<file path="src/rtl/ppl_pkg.sv">
// Shared types for the ray pipeline entry stage: FSM state,
// ray payload bundle and default field widths.
package ppl_pkg;

   localparam int PPL_POS_W  = 16;
   localparam int PPL_ADDR_W = 20;
   localparam int PPL_CNT_W  = 6;

   typedef enum logic [1:0] {
      IDLE,
      SCAN,
      DRAIN
   } state_t;

   typedef struct packed {
      logic [2:0][PPL_POS_W-1:0] pos;
      logic [2:0][PPL_POS_W-1:0] slope;
      logic [PPL_ADDR_W-1:0]     addr;
      logic [PPL_CNT_W-1:0]      cnt;
   } ray_t;

endpackage

</file>
<file path="src/rtl/ppl_raster_walker.sv">
// Raster x/y/addr walker with incremental per-pixel slope (adders only).
// Ports: start (latch base/du/dv, restart), advance (one pixel issued),
// slope (current pixel slope xyz), addr, last (current pixel is final).
module ppl_raster_walker
   import ppl_pkg::*;
#(
   parameter int H_DISP = 1280,
   parameter int V_DISP = 720,
   parameter int POS_W  = PPL_POS_W,
   parameter int ADDR_W = PPL_ADDR_W
) (
   input  logic                  clk,
   input  logic                  rst_n,
   input  logic                  start,
   input  logic                  advance,
   input  logic [2:0][POS_W-1:0] base,
   input  logic [2:0][POS_W-1:0] du,
   input  logic [2:0][POS_W-1:0] dv,
   output logic [2:0][POS_W-1:0] slope,
   output logic [ADDR_W-1:0]     addr,
   output logic                  last
);

   localparam int XW = $clog2(H_DISP + 1);
   localparam int YW = $clog2(V_DISP + 1);

   logic [XW-1:0]            x;
   logic [YW-1:0]            y;
   logic [2:0][POS_W-1:0]    row_slope;
   logic [2:0][POS_W-1:0]    cur_slope;
   logic [2:0][POS_W-1:0]    du_q;
   logic [2:0][POS_W-1:0]    dv_q;
   logic                     x_end;

   assign x_end = (x == XW'(H_DISP - 1));
   assign last  = x_end && (y == YW'(V_DISP - 1));
   assign slope = cur_slope;

   always_ff @(posedge clk) begin
      if (!rst_n) begin
         x         <= '0;
         y         <= '0;
         addr      <= '0;
         row_slope <= '0;
         cur_slope <= '0;
         du_q      <= '0;
         dv_q      <= '0;
      end else if (start) begin
         x         <= '0;
         y         <= '0;
         addr      <= '0;
         row_slope <= base;
         cur_slope <= base;
         du_q      <= du;
         dv_q      <= dv;
      end else if (advance) begin
         addr <= addr + 1'b1;
         if (x_end) begin
            x <= '0;
            y <= y + 1'b1;
            // next row starts from the previous row start plus dv
            for (int k = 0; k < 3; k++) begin
               row_slope[k] <= row_slope[k] + dv_q[k];
               cur_slope[k] <= row_slope[k] + dv_q[k];
            end
         end else begin
            x <= x + 1'b1;
            for (int k = 0; k < 3; k++)
               cur_slope[k] <= cur_slope[k] + du_q[k];
         end
      end
   end

endmodule

</file>
<file path="src/rtl/ppl_ray_dispatch.sv">
// Ray pipeline entry: merges recirculated rays (priority) with raster
// primaries into one output register, credit-throttled per frame.
// Ports: frame_start/cam/slope_*: frame setup; recirc_*: returning rays;
// ray_retire: downstream completion; out_*: ray to march stage;
// busy/frame_done: frame status.
// Optional: PPL_STEP_LIMIT_EN drops recirculated rays at the step limit.
module ppl_ray_dispatch
   import ppl_pkg::*;
#(
   parameter int H_DISP       = 1280,
   parameter int V_DISP       = 720,
   parameter int POS_W        = PPL_POS_W,
   parameter int ADDR_W       = PPL_ADDR_W,
   parameter int CNT_W        = PPL_CNT_W,
   parameter int MAX_INFLIGHT = 64,
   parameter int MAX_STEPS    = 40
) (
   input  logic              clk,
   input  logic              rst_n,
   input  logic              frame_start,
   input  logic [POS_W-1:0]  cam_pos_x,
   input  logic [POS_W-1:0]  cam_pos_y,
   input  logic [POS_W-1:0]  cam_pos_z,
   input  logic [POS_W-1:0]  slope_base_x,
   input  logic [POS_W-1:0]  slope_base_y,
   input  logic [POS_W-1:0]  slope_base_z,
   input  logic [POS_W-1:0]  slope_du_x,
   input  logic [POS_W-1:0]  slope_du_y,
   input  logic [POS_W-1:0]  slope_du_z,
   input  logic [POS_W-1:0]  slope_dv_x,
   input  logic [POS_W-1:0]  slope_dv_y,
   input  logic [POS_W-1:0]  slope_dv_z,
   input  logic              recirc_valid,
   output logic              recirc_ready,
   input  logic [POS_W-1:0]  recirc_pos_x,
   input  logic [POS_W-1:0]  recirc_pos_y,
   input  logic [POS_W-1:0]  recirc_pos_z,
   input  logic [POS_W-1:0]  recirc_slope_x,
   input  logic [POS_W-1:0]  recirc_slope_y,
   input  logic [POS_W-1:0]  recirc_slope_z,
   input  logic [ADDR_W-1:0] recirc_addr,
   input  logic [CNT_W-1:0]  recirc_cnt,
   input  logic              ray_retire,
   output logic              out_valid,
   input  logic              out_ready,
   output logic [POS_W-1:0]  out_pos_x,
   output logic [POS_W-1:0]  out_pos_y,
   output logic [POS_W-1:0]  out_pos_z,
   output logic [POS_W-1:0]  out_slope_x,
   output logic [POS_W-1:0]  out_slope_y,
   output logic [POS_W-1:0]  out_slope_z,
   output logic [ADDR_W-1:0] out_addr,
   output logic [CNT_W-1:0]  out_cnt,
   output logic              busy,
   output logic              frame_done
);

`ifdef PPL_STEP_LIMIT_EN
   localparam bit STEP_EN = 1'b1;
`else
   localparam bit STEP_EN = 1'b0;
`endif

   state_t                state;
   ray_t                  out_q;
   logic [2:0][POS_W-1:0] cam_q;
   logic [ADDR_W:0]       inflight;
   logic [ADDR_W+1:0]     infl_add;
   logic [ADDR_W+1:0]     infl_nxt;
   logic [1:0]            dec;
   logic [2:0][POS_W-1:0] w_slope;
   logic [ADDR_W-1:0]     w_addr;
   logic                  w_last;
   logic                  load;
   logic                  drop;
   logic                  take;
   logic                  issue;
   logic                  start;

   assign load  = !out_valid || out_ready;
   assign drop  = STEP_EN && recirc_valid &&
                  (int'(recirc_cnt) >= MAX_STEPS);
   assign take  = load && recirc_valid && !drop;
   assign issue = load && !take && (state == SCAN) &&
                  (inflight < (ADDR_W+1)'(MAX_INFLIGHT));
   assign start = (state == IDLE) && frame_start;

   assign recirc_ready = load;
   assign busy         = (state != IDLE);

   // a dropped ray counts as retired; saturate at zero
   assign dec      = {1'b0, ray_retire} + {1'b0, load && drop};
   assign infl_add = {1'b0, inflight} + {{(ADDR_W+1){1'b0}}, issue};
   assign infl_nxt = (infl_add > {{ADDR_W{1'b0}}, dec}) ?
                     infl_add - {{ADDR_W{1'b0}}, dec} : '0;

   ppl_raster_walker #(
      .H_DISP (H_DISP),
      .V_DISP (V_DISP),
      .POS_W  (POS_W),
      .ADDR_W (ADDR_W)
   ) u_walk (
      .clk     (clk),
      .rst_n   (rst_n),
      .start   (start),
      .advance (issue),
      .base    ({slope_base_z, slope_base_y, slope_base_x}),
      .du      ({slope_du_z, slope_du_y, slope_du_x}),
      .dv      ({slope_dv_z, slope_dv_y, slope_dv_x}),
      .slope   (w_slope),
      .addr    (w_addr),
      .last    (w_last)
   );

   always_ff @(posedge clk) begin
      if (!rst_n) begin
         state      <= IDLE;
         out_valid  <= 1'b0;
         out_q      <= '0;
         cam_q      <= '0;
         inflight   <= '0;
         frame_done <= 1'b0;
      end else begin
         frame_done <= 1'b0;
         inflight   <= infl_nxt[ADDR_W:0];
         if (take) begin
            out_valid <= 1'b1;
            out_q     <= '{pos:   {recirc_pos_z, recirc_pos_y,
                                   recirc_pos_x},
                           slope: {recirc_slope_z, recirc_slope_y,
                                   recirc_slope_x},
                           addr:  recirc_addr,
                           cnt:   recirc_cnt};
         end else if (issue) begin
            out_valid <= 1'b1;
            out_q     <= '{pos:   cam_q,
                           slope: w_slope,
                           addr:  w_addr,
                           cnt:   '0};
         end else if (out_ready) begin
            out_valid <= 1'b0;
         end
         unique case (state)
            IDLE: if (frame_start) begin
               cam_q <= {cam_pos_z, cam_pos_y, cam_pos_x};
               state <= SCAN;
            end
            SCAN: if (issue && w_last) state <= DRAIN;
            DRAIN: if (inflight == '0 && !out_valid) begin
               frame_done <= 1'b1;
               state      <= IDLE;
            end
            default: state <= IDLE;
         endcase
      end
   end

   assign out_pos_x   = out_q.pos[0];
   assign out_pos_y   = out_q.pos[1];
   assign out_pos_z   = out_q.pos[2];
   assign out_slope_x = out_q.slope[0];
   assign out_slope_y = out_q.slope[1];
   assign out_slope_z = out_q.slope[2];
   assign out_addr    = out_q.addr;
   assign out_cnt     = out_q.cnt;

endmodule

</file>
<file path="config.mk">
export PLATFORM = sky130hd
export DESIGN_NAME = ppl_ray_dispatch
export DESIGN_NICKNAME = d
export VERILOG_FILES = /design/src/rtl/ppl_pkg.sv /design/src/rtl/ppl_raster_walker.sv /design/src/rtl/ppl_ray_dispatch.sv
export SDC_FILE = /design/constraint.sdc
export NUM_CORES = 1
export LEC_CHECK = 0
export ABC_AREA = 1
export BUFFER_PORTS_ARGS = -buffer_cell sky130_fd_sc_hd__buf_4
export CELL_PAD_IN_SITES_DETAIL_PLACEMENT = 1
export CELL_PAD_IN_SITES_GLOBAL_PLACEMENT = 2
export CORE_MARGIN = 5
export CORE_UTILIZATION = 28
export CTS_BUF_LIST = sky130_fd_sc_hd__clkbuf_8
export DETAILED_ROUTE_END_ITERATION = 10
export GPL_TIMING_DRIVEN = 0
export PLACE_DENSITY = 0.76
export SETUP_SLACK_MARGIN = 0.5
export SKIP_LAST_GASP = 1
export SYNTH_ARGS = -nofsm -noshare
export SYNTH_HDL_FRONTEND = slang
export SYNTH_SLANG_ARGS = --single-unit
</file>
<file path="constraint.sdc">
create_clock -name clk -period 3.4 [get_ports clk]
set_input_delay 0.68 -clock clk [delete_from_list [all_inputs] [get_ports clk]]
set_output_delay 0.68 -clock clk [all_outputs]
set_load 0.03 [all_outputs]
</file>
==> impl_metrics.json, run 1 <==
{
  "status": "complete, no violations",
  "ys_seq_elements": 428,
  "wire_per_inst_um": 23.2,
  "worst_pin_slew_ns": 1.32,
  "first_iter_violations": 1738,
  "crit_family": "simple AND/OR/NAND/NOR gates",
  "cts_tree": "built",
  "grt_pass1_wl_mm": 165,
  "total_power_mw": 17.3,
  "antenna_found_initial": 8,
  "synth_top_area_share": 0.373,
  "crit_arrival_ns": 3.70,
  "fp.dieH_um": 297,
  "place_congestion": 0.904,
  "synth_area_leaders": "dfxtp_1 (37%), nand2_1 (11%), nor2_1 (8.3%)",
  "syn_to_final_growth_pct": 31.6,
  "routed_wl_mm": 118,
  "rows": 105,
  "htreeDepth": 3,
  "yosys_warnings": 0,
  "slew_headroom": 0.121,
  "holdPathStages": 3,
  "yosysSeqAreaShare": 0.373,
  "critPathMaxFanout": 6,
  "drv_cap": 0,
  "vias": 25400,
  "worst-setup-path-type": "reg2reg",
  "worst_setup_path_start_kind": "flop",
  "drive_gt1_frac": 0.208,
  "drtPass1Iterations": 5,
  "path_depth": 21,
  "hold_path.class": "in2reg",
  "start_util": 0.281,
  "finClkSkew_ns": 0.0358,
  "final_net_count": 4348,
  "coreArea_um2": 81700,
  "grt_max_degree": 13,
  "path_cells": "inv_2 > nand4_1 > nor2_2 > inv_2 > nor2_4 > buf_12 > buf_16 > ha_4 > ha_4 > inv_4 > nor2_4 > nand4_1 > nand2_2 > nand3_4 > nor2_4 > nand2_1 > nor2_1 > nand2_1 > nand3_4 > buf_8 > nor2_1",
  "cp.required_ns": 3.96,
  "critPathBufInv": 6,
  "routed-wl-met2_mm": 54.9,
  "power.static_leakage_nw": 13.6,
  "cpMostUsedCell": "nor2_4",
  "slew_violations": 0,
  "cts_sinks": 428,
  "track_usage": 0.253,
  "period_minus_slack_ns": 3.14,
  "met1_length_mm": 51.5,
  "numCtsBuffers": 86,
  "clkTransAtPathRegs_ns": 0.07,
  "endpoint_kind": "flop",
  "postRouteAntennaNets": 0,
  "grt_pass1_vias": 25000,
  "synth_area_um2": 23000,
  "syn_avg_cell_area_um2": 6.89,
  "place_hpwl_mm": 93.1,
  "synth_edf_count": 0,
  "critical-path-max-stage-delay_ns": 0.35,
  "clock_path_buffers": 3,
  "final.fill_count": 10400,
  "routed.top_layer": "met4",
  "synth_cell_types": 47,
  "setup-violations-final": 0,
  "syn_inst": 3337,
  "cp_slowest_cell": "dfxtp_4",
  "power_density_nw_per_um2": 571,
  "wl_met3_mm": 7.38,
  "root_buffer": "clkbuf_8",
  "fmax_mhz": 319,
  "async_flop_share": 0,
  "place.port_buffers": 444,
  "synth_ff_type": "dfxtp_1",
  "yosys.area.top_type": "dfxtp_1",
  "drc": 0,
  "via_per_inst": 5.01,
  "reg2reg_depth": 21,
  "min_period_over_period": 0.923,
  "clock_latency_ns": 0.70,
  "die-width_um": 297,
  "whs_ns": 0.235,
  "vdd_drop_max_v": 0.000230,
  "syn-num-nets": 3760,
  "die_area_um2": 87900,
  "ios": 446,
  "rsz0062_at_grt": "true",
  "grt_overflow": 0,
  "finalHoldViolations": 0
}
## Yosys cell counts, types with 23 or more instances
cell / instances
o21ai_0: 284
nor2_1: 509
xor2_1: 46
nand4_1: 39
ha_1: 97
a31oi_1: 129
nand3_1: 258
inv_1: 248
nand2_1: 682
a21oi_1: 192
dfxtp_1: 428
clkbuf_1: 122
xnor2_1: 23
nor3_1: 34
## worst min-delay path: cells and delay by family
family | cells | cell delay [ns]
AND/OR/NAND/NOR | 1 | 0.08
AO/OA/AOI/OAI | 1 | 0.07
buffers and inverters | 1 | 0.07
## per-layer routing
metal,global-route usage,up-vias
li1,-,12300
met1,0.333,12100
met5,0,-
met3,0.0529,176
met2,0.419,729
met4,0.0784,0
## repair_timing
item	CTS	global route
resized for setup	57	66
pin swaps	22	22
buffers inserted	41	14
hold buffers	0	0
cloned	1	0
endpoints found under the setup margin	143	122
## state kept, by name, summed over array words and instances (netlist names), 20 cells and up
name              cells
cam_q                48
u_walk.row_slope     48
u_walk.slope         48
inflight             21
u_walk.dv_q          48
out_addr             20
u_walk.addr          20
u_walk.du_q          48
## final cells by class
| class | count | area (um^2) | share of cell area |
|---|---|---|---|
| Clock inverter | 41 | 280 | 0.00926 |
| Buffer | 162 | 778 | 0.0257 |
| Tap cell | 1070 | 1340 | 0.0442 |
| Multi-Input combinational cell | 2483 | 13000 | 0.430 |
| Sequential cell | 428 | 8580 | 0.284 |
| Clock buffer | 106 | 1460 | 0.0482 |
| Antenna cell | 9 | 22.5 | 0.000744 |
| Timing Repair Buffer | 500 | 3780 | 0.125 |
| Inverter | 264 | 1000 | 0.0331 |
## power by group
group | switching, mW | internal (mW) | leakage (nW)
Sequential | 0.552 | 5.56 | 3.53
Clock | 2.54 | 3.03 | 0.986
Combinational | 3.53 | 2.06 | 9.08
## cells in the final DEF, fill, tap and decap left out, drive strengths merged, types with 2 or more instances in the layout
cell type  instances
o21ai            290
a211oi             5
diode              9
o21bai            18
o21a               6
nand3            263
o211ai             8
or2               11
inv              290
and2               2
ha                97
xor2              46
o221ai            14
bufinv             3
buf              538
o31ai              2
clkinv            10
nand2            697
nor2             540
nand3b            15
nor3b              3
a21oi            192
fa                 6
dfxtp            428
nor3              38
clkbuf           229
a21boi             4
a22oi             11
xnor2             23
a31oi            129
nor4              11
nand4             39
clkinvlp           2
a21o              11
## per-stage QoR
step | utilization | cell area, um^2 | setup WS [ns] | TNS [ns] | instances
finish | 0.370 | 30300 | 0.263 | 0 | 5063
global route | 0.370 | 30300 | 0.167 | 0 | 5059
CTS | 0.367 | 30000 | 0.311 | 0 | 5040
detailed placement | 0.340 | 27700 | -0.741 | -19.96 | 4851
global placement | 0.340 | 27700 | -0.736 | -20.69 | 4851
floorplan | - | 23100 | 0.299 | 0 | 3337
## logic make-up after synthesis
logic type	Yosys count	synth area share
XOR/XNOR	69	0.0263
buffers and inverters	426	0.0737
AO/OA/AOI/OAI	692	0.168
adder cells (fa/ha/maj)	103	0.0580
AND/OR/NAND/NOR	1619	0.302
flip-flops	428	0.373
## worst paths after layout
kind                                    start           to  slack (ns)
worst min-delay path            cam_pos_x[12]    cam_q[12]        0.23
worst min register to register     out_cnt[2]   out_cnt[2]        0.46
worst max-delay path             inflight[17]  inflight[0]        0.26
worst max register to register   inflight[17]  inflight[0]        0.26
No activity file was read; power rests on OpenSTA's default activity.
==> inputs of run 2 (changes only) <==
--- a/config.mk
+++ b/config.mk
@@ -5,16 +5,15 @@
 export SDC_FILE = /design/constraint.sdc
 export NUM_CORES = 1
 export LEC_CHECK = 0
-export ABC_AREA = 1
 export BUFFER_PORTS_ARGS = -buffer_cell sky130_fd_sc_hd__buf_4
 export CELL_PAD_IN_SITES_DETAIL_PLACEMENT = 1
 export CELL_PAD_IN_SITES_GLOBAL_PLACEMENT = 2
 export CORE_MARGIN = 5
-export CORE_UTILIZATION = 28
+export CORE_UTILIZATION = 30
 export CTS_BUF_LIST = sky130_fd_sc_hd__clkbuf_8
 export DETAILED_ROUTE_END_ITERATION = 10
 export GPL_TIMING_DRIVEN = 0
-export PLACE_DENSITY = 0.76
+export PLACE_DENSITY = 0.77
 export SETUP_SLACK_MARGIN = 0.5
 export SKIP_LAST_GASP = 1
 export SYNTH_ARGS = -nofsm -noshare
==> run 2 against run 1 <==
The run now ends with setup timing left; power is 1.9% lower; global-route usage is 2.2 points higher; routed wire length is 2.7% lower; critical path type unchanged; clock-buffer cell count is 1 higher; sequential cell count stayed put; critical path depth is 2 lower; sequential power is 1% lower; combinational power is 2% lower; via count is 4.9% lower; largest cell class unchanged; non-clock buffer count is 20 higher; core utilization is 3.2 points higher.
==> impl_metrics.json, run 2 <==
{
  "status": "complete, but fails checks",
  "violations": "setup timing",
  "synth_area_leaders": "dfxtp_1 (39%), nand2_1 (11%), a21oi_1 (6.0%)",
  "grt_overflow": 0,
  "die-width_um": 280,
  "slew_violations": 0,
  "final_net_count": 3794,
  "place_area_um2": 26600,
  "layout_commonest_cell": "nand2_1",
  "place.port_buffers": 444,
  "finalInstanceArea_um2": 29200,
  "synth_ff_type": "dfxtp_1",
  "ios": 446,
  "async_flop_share": 0,
  "syn_inst": 2795,
  "period_minus_slack_ns": 3.91,
  "syn_to_final_growth_pct": 33.4,
  "worst_setup_path_start_kind": "flop",
  "min_period_over_period": 1.15,
  "track_usage": 0.275,
  "layout_common_cells": "nand2_1 (661), buf_4 (495), dfxtp_1 (416)",
  "clock_path_buffers": 3,
  "synth.most_common_cell": "nand2_1",
  "power.static_leakage_nw": 12.1,
  "ys_top_cells_by_count": "nand2_1 (663), dfxtp_1 (428), a21oi_1 (263), nor2_1 (259), clkbuf_1 (142)",
  "htreeDepth": 3,
  "wire_per_inst_um": 26.0,
  "cts_tree": "built",
  "r2r_setup_slack_ns": -0.51,
  "cts_hold_buf": 0,
  "antenna_found_initial": 12,
  "grt_pass1_vias": 24900,
  "drive_gt1_frac": 0.240,
  "worst_slack_ns": -0.515,
  "cp.required_ns": 3.96,
  "start_util": 0.301,
  "synth_top_area_share": 0.391,
  "vias": 24100,
  "cts_sinks": 428,
  "hold_start": "slope_du_z[15]",
  "place_congestion": 0.966,
  "grt_max_degree": 13,
  "drv_cap": 0,
  "routed_wl_mm": 114,
  "drtPass1Iterations": 5,
  "synth_cell_types": 91,
  "clkTransAtPathRegs_ns": 0.06,
  "numCtsBuffers": 82,
  "yosys.area.top_type": "dfxtp_1",
  "drc": 0,
  "r2r-end": "inflight[20]",
  "worst_pin_slew_ns": 1.30,
  "power_density_nw_per_um2": 579,
  "total_power_mw": 16.9,
  "coreArea_um2": 72700,
  "root_buffer": "clkbuf_8",
  "syn_avg_cell_area_um2": 7.84,
  "syn-num-nets": 3218,
  "crit_arrival_ns": 4.48,
  "yosysSeqAreaShare": 0.391,
  "synth_area_um2": 21900,
  "rsz0062_at_grt": "true",
  "finClkSkew_ns": 0.0389,
  "reg2reg_depth": 19,
  "die_area_um2": 78600,
  "endpoint_kind": "flop",
  "grt_pass1_wl_mm": 163,
  "rows": 99,
  "critPathMaxFanout": 7,
  "holdPathStages": 3,
  "synth_edf_count": 0,
  "setup-violations-final": 21,
  "slew_headroom": 0.137,
  "fp.dieH_um": 280,
  "place_hpwl_mm": 87.6,
  "clock_latency_ns": 0.70,
  "ys_seq_elements": 428,
  "first_iter_violations": 1644,
  "worst-setup-path-type": "reg2reg",
  "vdd_drop_max_v": 0.000298,
  "via_per_inst": 5.48,
  "hold_path.class": "in2reg",
  "hold_end": "u_walk.du_q[47]",
  "r2r_start": "inflight[18]",
  "postRouteAntennaNets": 0,
  "finalHoldViolations": 0,
  "yosys_warnings": 0,
  "fmax_mhz": 255
}
-- run 2: final cells by class --
type                            count  area, um^2
Sequential cell                   428        8590
Buffer                            190         912
Timing Repair Buffer              492        3700
Fill cell                        8801       43500
Antenna cell                        9        22.5
Multi-Input combinational cell   2134       12900
Clock inverter                     41         239
Clock buffer                      107        1470
Inverter                           43         169
Tap cell                          959        1200
-- run 2: metrics by stage --
stage | instances | setup TNS (ns) | setup slack [ns] | utilization | hold slack [ns]
2_1_floorplan | 2795 | -6.01 | -0.296 | - | 0.437
3_3_place_gp | 4198 | -30.48 | -1.31 | 0.365 | 0.444
4_1_cts | 4369 | -9.08 | -0.466 | 0.396 | 0.177
5_1_grt | 4402 | -13.60 | -0.675 | 0.402 | 0.196
6_report | 4403 | -10.34 | -0.515 | 0.402 | 0.220
3_5_place_dp | 4198 | -34.53 | -1.34 | 0.365 | 0.451
-- run 2: kinds of logic (layout without fill, tap and decap cells) --
| group | after synthesis | count (layout) | synth area share |
|---|---|---|---|
| AOI/OAI and AO/OA | 703 | 703 | 0.214 |
| xor gates and xnor gates | 130 | 130 | 0.0519 |
| adders and majority gates | 103 | 103 | 0.0608 |
| buffers and inverters | 233 | 873 | 0.0427 |
| DFF | 428 | 428 | 0.391 |
| muxes | 5 | 5 | 0.00234 |
| other | 0 | 9 | 0 |
| and+or+nand+nor | 1193 | 1193 | 0.237 |
-- run 2: worst max path at each step --
stage	end	slack, ns	start	cells after the start
after floorplan	inflight[16]	-0.30	out_ready	19
after global placement	inflight[11]	-1.31	inflight[8]	18
after detailed placement	inflight[20]	-1.34	inflight[8]	18
after CTS	inflight[18]	-0.47	inflight[12]	20
after global routing	inflight[15]	-0.68	inflight[12]	20
final	inflight[20]	-0.51	inflight[18]	19
-- run 2: timing repair --
item,in CTS,in global routing
cloned,2,0
buffers inserted,21,25
gates resized for setup,82,77
pin swaps,34,29
setup endpoints to repair,349,143
-- run 2: critical path: stages, from the launching register on --
cell and delay (ns):
dfxtp_1 0.41, nor4_4 0.28, nand4_1 0.20, nand4bb_4 0.26, buf_6 0.16, inv_8 0.05
buf_12 0.10, buf_12 0.10, ha_4 0.17, ha_4 0.15, and3_4 0.19, buf_8 0.12
nand4_1 0.14, xor2_2 0.28, nand4bb_4 0.20, a211oi_4 0.28, a41oi_2 0.18, o21ai_4 0.30
buf_6 0.19, nor2_4 0.04
-- run 2: power breakdown --
group | internal, mW | switching [mW]
clock network | 2.92 | 2.52
registers | 5.53 | 0.502
logic | 2.13 | 3.34
total | 10.6 | 6.36
-- run 2: per-layer routing --
layer | share of wire | vias up | GRT usage
met2 | 0.46 | 889 | 0.452
met5 | 0 | - | 0
met1 | 0.43 | 12000 | 0.365
li1 | - | 11000 | -
met3 | 0.065 | 202 | 0.0482
met4 | 0.037 | 0 | 0.0982
==> inputs of run 3 (changes only) <==
--- a/config.mk
+++ b/config.mk
@@ -9,7 +9,7 @@
 export CELL_PAD_IN_SITES_DETAIL_PLACEMENT = 1
 export CELL_PAD_IN_SITES_GLOBAL_PLACEMENT = 2
 export CORE_MARGIN = 5
-export CORE_UTILIZATION = 30
+export CORE_UTILIZATION = 31
 export CTS_BUF_LIST = sky130_fd_sc_hd__clkbuf_8
 export DETAILED_ROUTE_END_ITERATION = 10
 export GPL_TIMING_DRIVEN = 0
@@ -18,4 +18,5 @@
 export SKIP_LAST_GASP = 1
 export SYNTH_ARGS = -nofsm -noshare
 export SYNTH_HDL_FRONTEND = slang
+export SYNTH_HIERARCHICAL = 1
 export SYNTH_SLANG_ARGS = --single-unit
==> run 3 against run 2 <==
The run still ends with setup timing left; cell area increased by 8.4%; global-route usage shrank 1.9 points; combinational power up 3%; cell count down 3.4%; via count is 4.3% lower; sequential share of layout area decreased by 2.3 points; critical path depth up 2; synthesized area grew 2.1%; first-iteration DRC count is 21% lower; routed wire length down 5.0%; synthesized cell count is 6.6% lower; critical path type unchanged; critical endpoint is now inflight[13]; largest cell class unchanged.
==> impl_metrics.json, run 3 <==
{
  "track_usage": 0.256,
  "drtPass1Iterations": 5,
  "grt_overflow": 0,
  "vias": 23100,
  "cts_tree": "built",
  "ys_seq_elements": 428,
  "multi_input_area_um2": 14300,
  "postRouteAntennaNets": 0,
  "grt_max_degree": 14,
  "first_iter_violations": 1303,
  "rsz0062_at_grt": "true",
  "utilization": 0.443,
  "synth_area_leaders": "dfxtp_1 (38%), mux2i_1 (10%), nor2_1 (6.2%)",
  "crit_family": "simple AND/OR/NAND/NOR gates",
  "layout_common_cells": "buf_4 (503), dfxtp_1 (419), nor2_1 (334)",
  "grt_pass1_vias": 23800,
  "synth_cell_types": 90,
  "setup-violations-final": 21,
  "vdd_drop_max_v": 0.000231,
  "place.port_buffers": 445,
  "root_buffer": "clkbuf_8",
  "hold_path.class": "in2reg",
  "async_flop_share": 0,
  "synth_top_area_share": 0.383,
  "cp.required_ns": 3.95,
  "finalHoldViolations": 0,
  "slew_violations": 0,
  "via_per_inst": 5.43,
  "grt_pass1_wl_mm": 153,
  "worst-setup-path-type": "reg2reg",
  "worst_slack_ns": -0.654,
  "critPathMaxFanout": 6,
  "ys_top_cells_by_count": "dfxtp_1 (428), nor2_1 (368), nand2_1 (251), mux2i_1 (227), a21oi_1 (194)",
  "min_period_over_period": 1.19,
  "yosys.area.top_type": "dfxtp_1",
  "synth_edf_count": 0,
  "place_area_um2": 27000,
  "clkTransAtPathRegs_ns": 0.06,
  "clock_latency_ns": 0.70,
  "synth.most_common_cell": "dfxtp_1",
  "rows": 98,
  "yosysSeqAreaShare": 0.383,
  "power_density_nw_per_um2": 530,
  "synth_area_um2": 22400,
  "critical-path-max-stage-delay_ns": 0.47,
  "slew_headroom": 0.218,
  "cts_hold_buf": 0,
  "die_area_um2": 77700,
  "die-width_um": 279,
  "place_congestion": 0.894,
  "wire_per_inst_um": 25.6,
  "critPathBufInv": 7,
  "whs_ns": 0.237,
  "worst_setup_path_start_kind": "flop",
  "seqCellArea_um2": 8590,
  "drv_cap": 0,
  "cp_slowest_cell": "or4b_4",
  "coreArea_um2": 71500,
  "endpoint_kind": "flop",
  "period_minus_slack_ns": 4.05,
  "worst_pin_slew_ns": 1.17,
  "clock_path_buffers": 3,
  "syn-num-nets": 3033,
  "final_net_count": 3667,
  "crit_arrival_ns": 4.60,
  "fmax_mhz": 247,
  "start_util": 0.313,
  "violations": "setup timing",
  "htreeDepth": 3,
  "cts_sinks": 428,
  "final.fill_count": 8293,
  "synth_ff_type": "dfxtp_1",
  "total_power_mw": 16.8,
  "syn_inst": 2610,
  "ios": 446,
  "drive_gt1_frac": 0.300,
  "place_hpwl_mm": 82.1,
  "layout_commonest_cell": "buf_4",
  "status": "complete, but fails checks",
  "syn_to_final_growth_pct": 41.7,
  "fin_tns_setup_ns": -13.13,
  "drc": 0,
  "routed_wl_mm": 109,
  "numCtsBuffers": 83,
  "syn_avg_cell_area_um2": 8.57,
  "power.static_leakage_nw": 13.3,
  "antenna_found_initial": 9,
  "fp.dieH_um": 279,
  "yosys_warnings": 6,
  "finClkSkew_ns": 0.0390,
  "path_cells": "nor4_4 > and3_1 > and3_4 > nand4b_1 > inv_4 > buf_12 > buf_12 > ha_4 > ha_4 > inv_4 > ha_4 > or4b_4 > o31ai_4 > o31ai_4 > a2111oi_4 > buf_4 > a41oi_4 > o31ai_4 > buf_6 > buf_8 > nor2_2",
  "finalInstanceArea_um2": 31700
}
## run 3: cell count changes after synthesis, sizes merged, moves of 14 or more
| cell | delta |
|---|---|
| a311oi | -112 |
| nor2 | +89 |
| o221ai | -30 |
| and3 | +14 |
| o211ai | -14 |
| mux2i | +223 |
| nand2 | -413 |
| a21oi | -70 |
| a211oi | +127 |
| clkbuf | -32 |
## run 3: worst register-to-register path, stage by stage, from the launching register on
cell and delay [ns]:
dfxtp_2 0.33, nor4_4 0.25, and3_1 0.17, and3_4 0.20, nand4b_1 0.20, inv_4 0.16, buf_12 0.13, buf_12 0.11
ha_4 0.17, ha_4 0.21, inv_4 0.06, ha_4 0.13, or4b_4 0.47, o31ai_4 0.10, o31ai_4 0.15, a2111oi_4 0.31
buf_4 0.20, a41oi_4 0.11, o31ai_4 0.10, buf_6 0.18, buf_8 0.14, nor2_2 0.05
## run 3: worst paths after layout
path,start,cells past startpoint,end,slack (ns)
max,inflight[15],21,inflight[13],-0.65
max reg2reg,inflight[15],21,inflight[13],-0.65
min,cam_pos_y[11],3,cam_q[27],0.24
min reg2reg,cam_q[14],2,cam_q[14],0.46
## run 3: layout make-up
type,count,share of cell area
Antenna cell,6,0.000474
Buffer,162,0.0361
Clock buffer,103,0.0447
Clock inverter,37,0.00663
Inverter,42,0.00521
Multi-Input combinational cell,1978,0.451
Sequential cell,428,0.271
Tap cell,950,0.0375
Timing Repair Buffer,549,0.148
## run 3: power breakdown
group	switching, mW	leakage, nW	total (mW)	internal (mW)
Combinational	3.13	8.84	5.66	2.53
Sequential	0.484	3.53	5.97	5.49
Clock	2.44	0.933	5.18	2.74
Total	6.06	13.3	16.8	10.7
## run 3: kinds of logic (layout without fill, tap and decap cells)
group / Yosys count / after routing / share of synthesized area
AND/OR/NAND/NOR: 878 / 878 / 0.174
AO/OA/AOI/OAI: 634 / 634 / 0.190
flip-flops: 428 / 428 / 0.383
multiplexers: 232 / 232 / 0.104
buffers and inverters: 204 / 893 / 0.0377
XOR/XNOR: 131 / 131 / 0.0519
adder cells (fa/ha/maj): 103 / 103 / 0.0596
other: 0 / 6 / 0
## run 3: what timing repair did
item / in CTS / in global routing
gates resized for setup: 200 / 317
buffers inserted: 37 / 51
hold endpoints to repair: 0 / 0
endpoints found under the setup margin: 254 / 198
pin swaps: 25 / 114
cloned: 3 / 13
## run 3: stage by stage
stage	setup slack, ns	instances
final	-0.654	4255
after global routing	-0.776	4252
after CTS	-0.632	4185
after detailed placement	-1.60	4005
after global placement	-1.53	4005
after floorplan	-0.468	2610
## run 3: per-layer routing
metal	global-route usage	wire, um	vias up
met5	0	74	-
met4	0.0876	4600	10
met3	0.0459	6200	233
met2	0.446	52600	753
met1	0.321	45300	11400
li1	-	-	10700
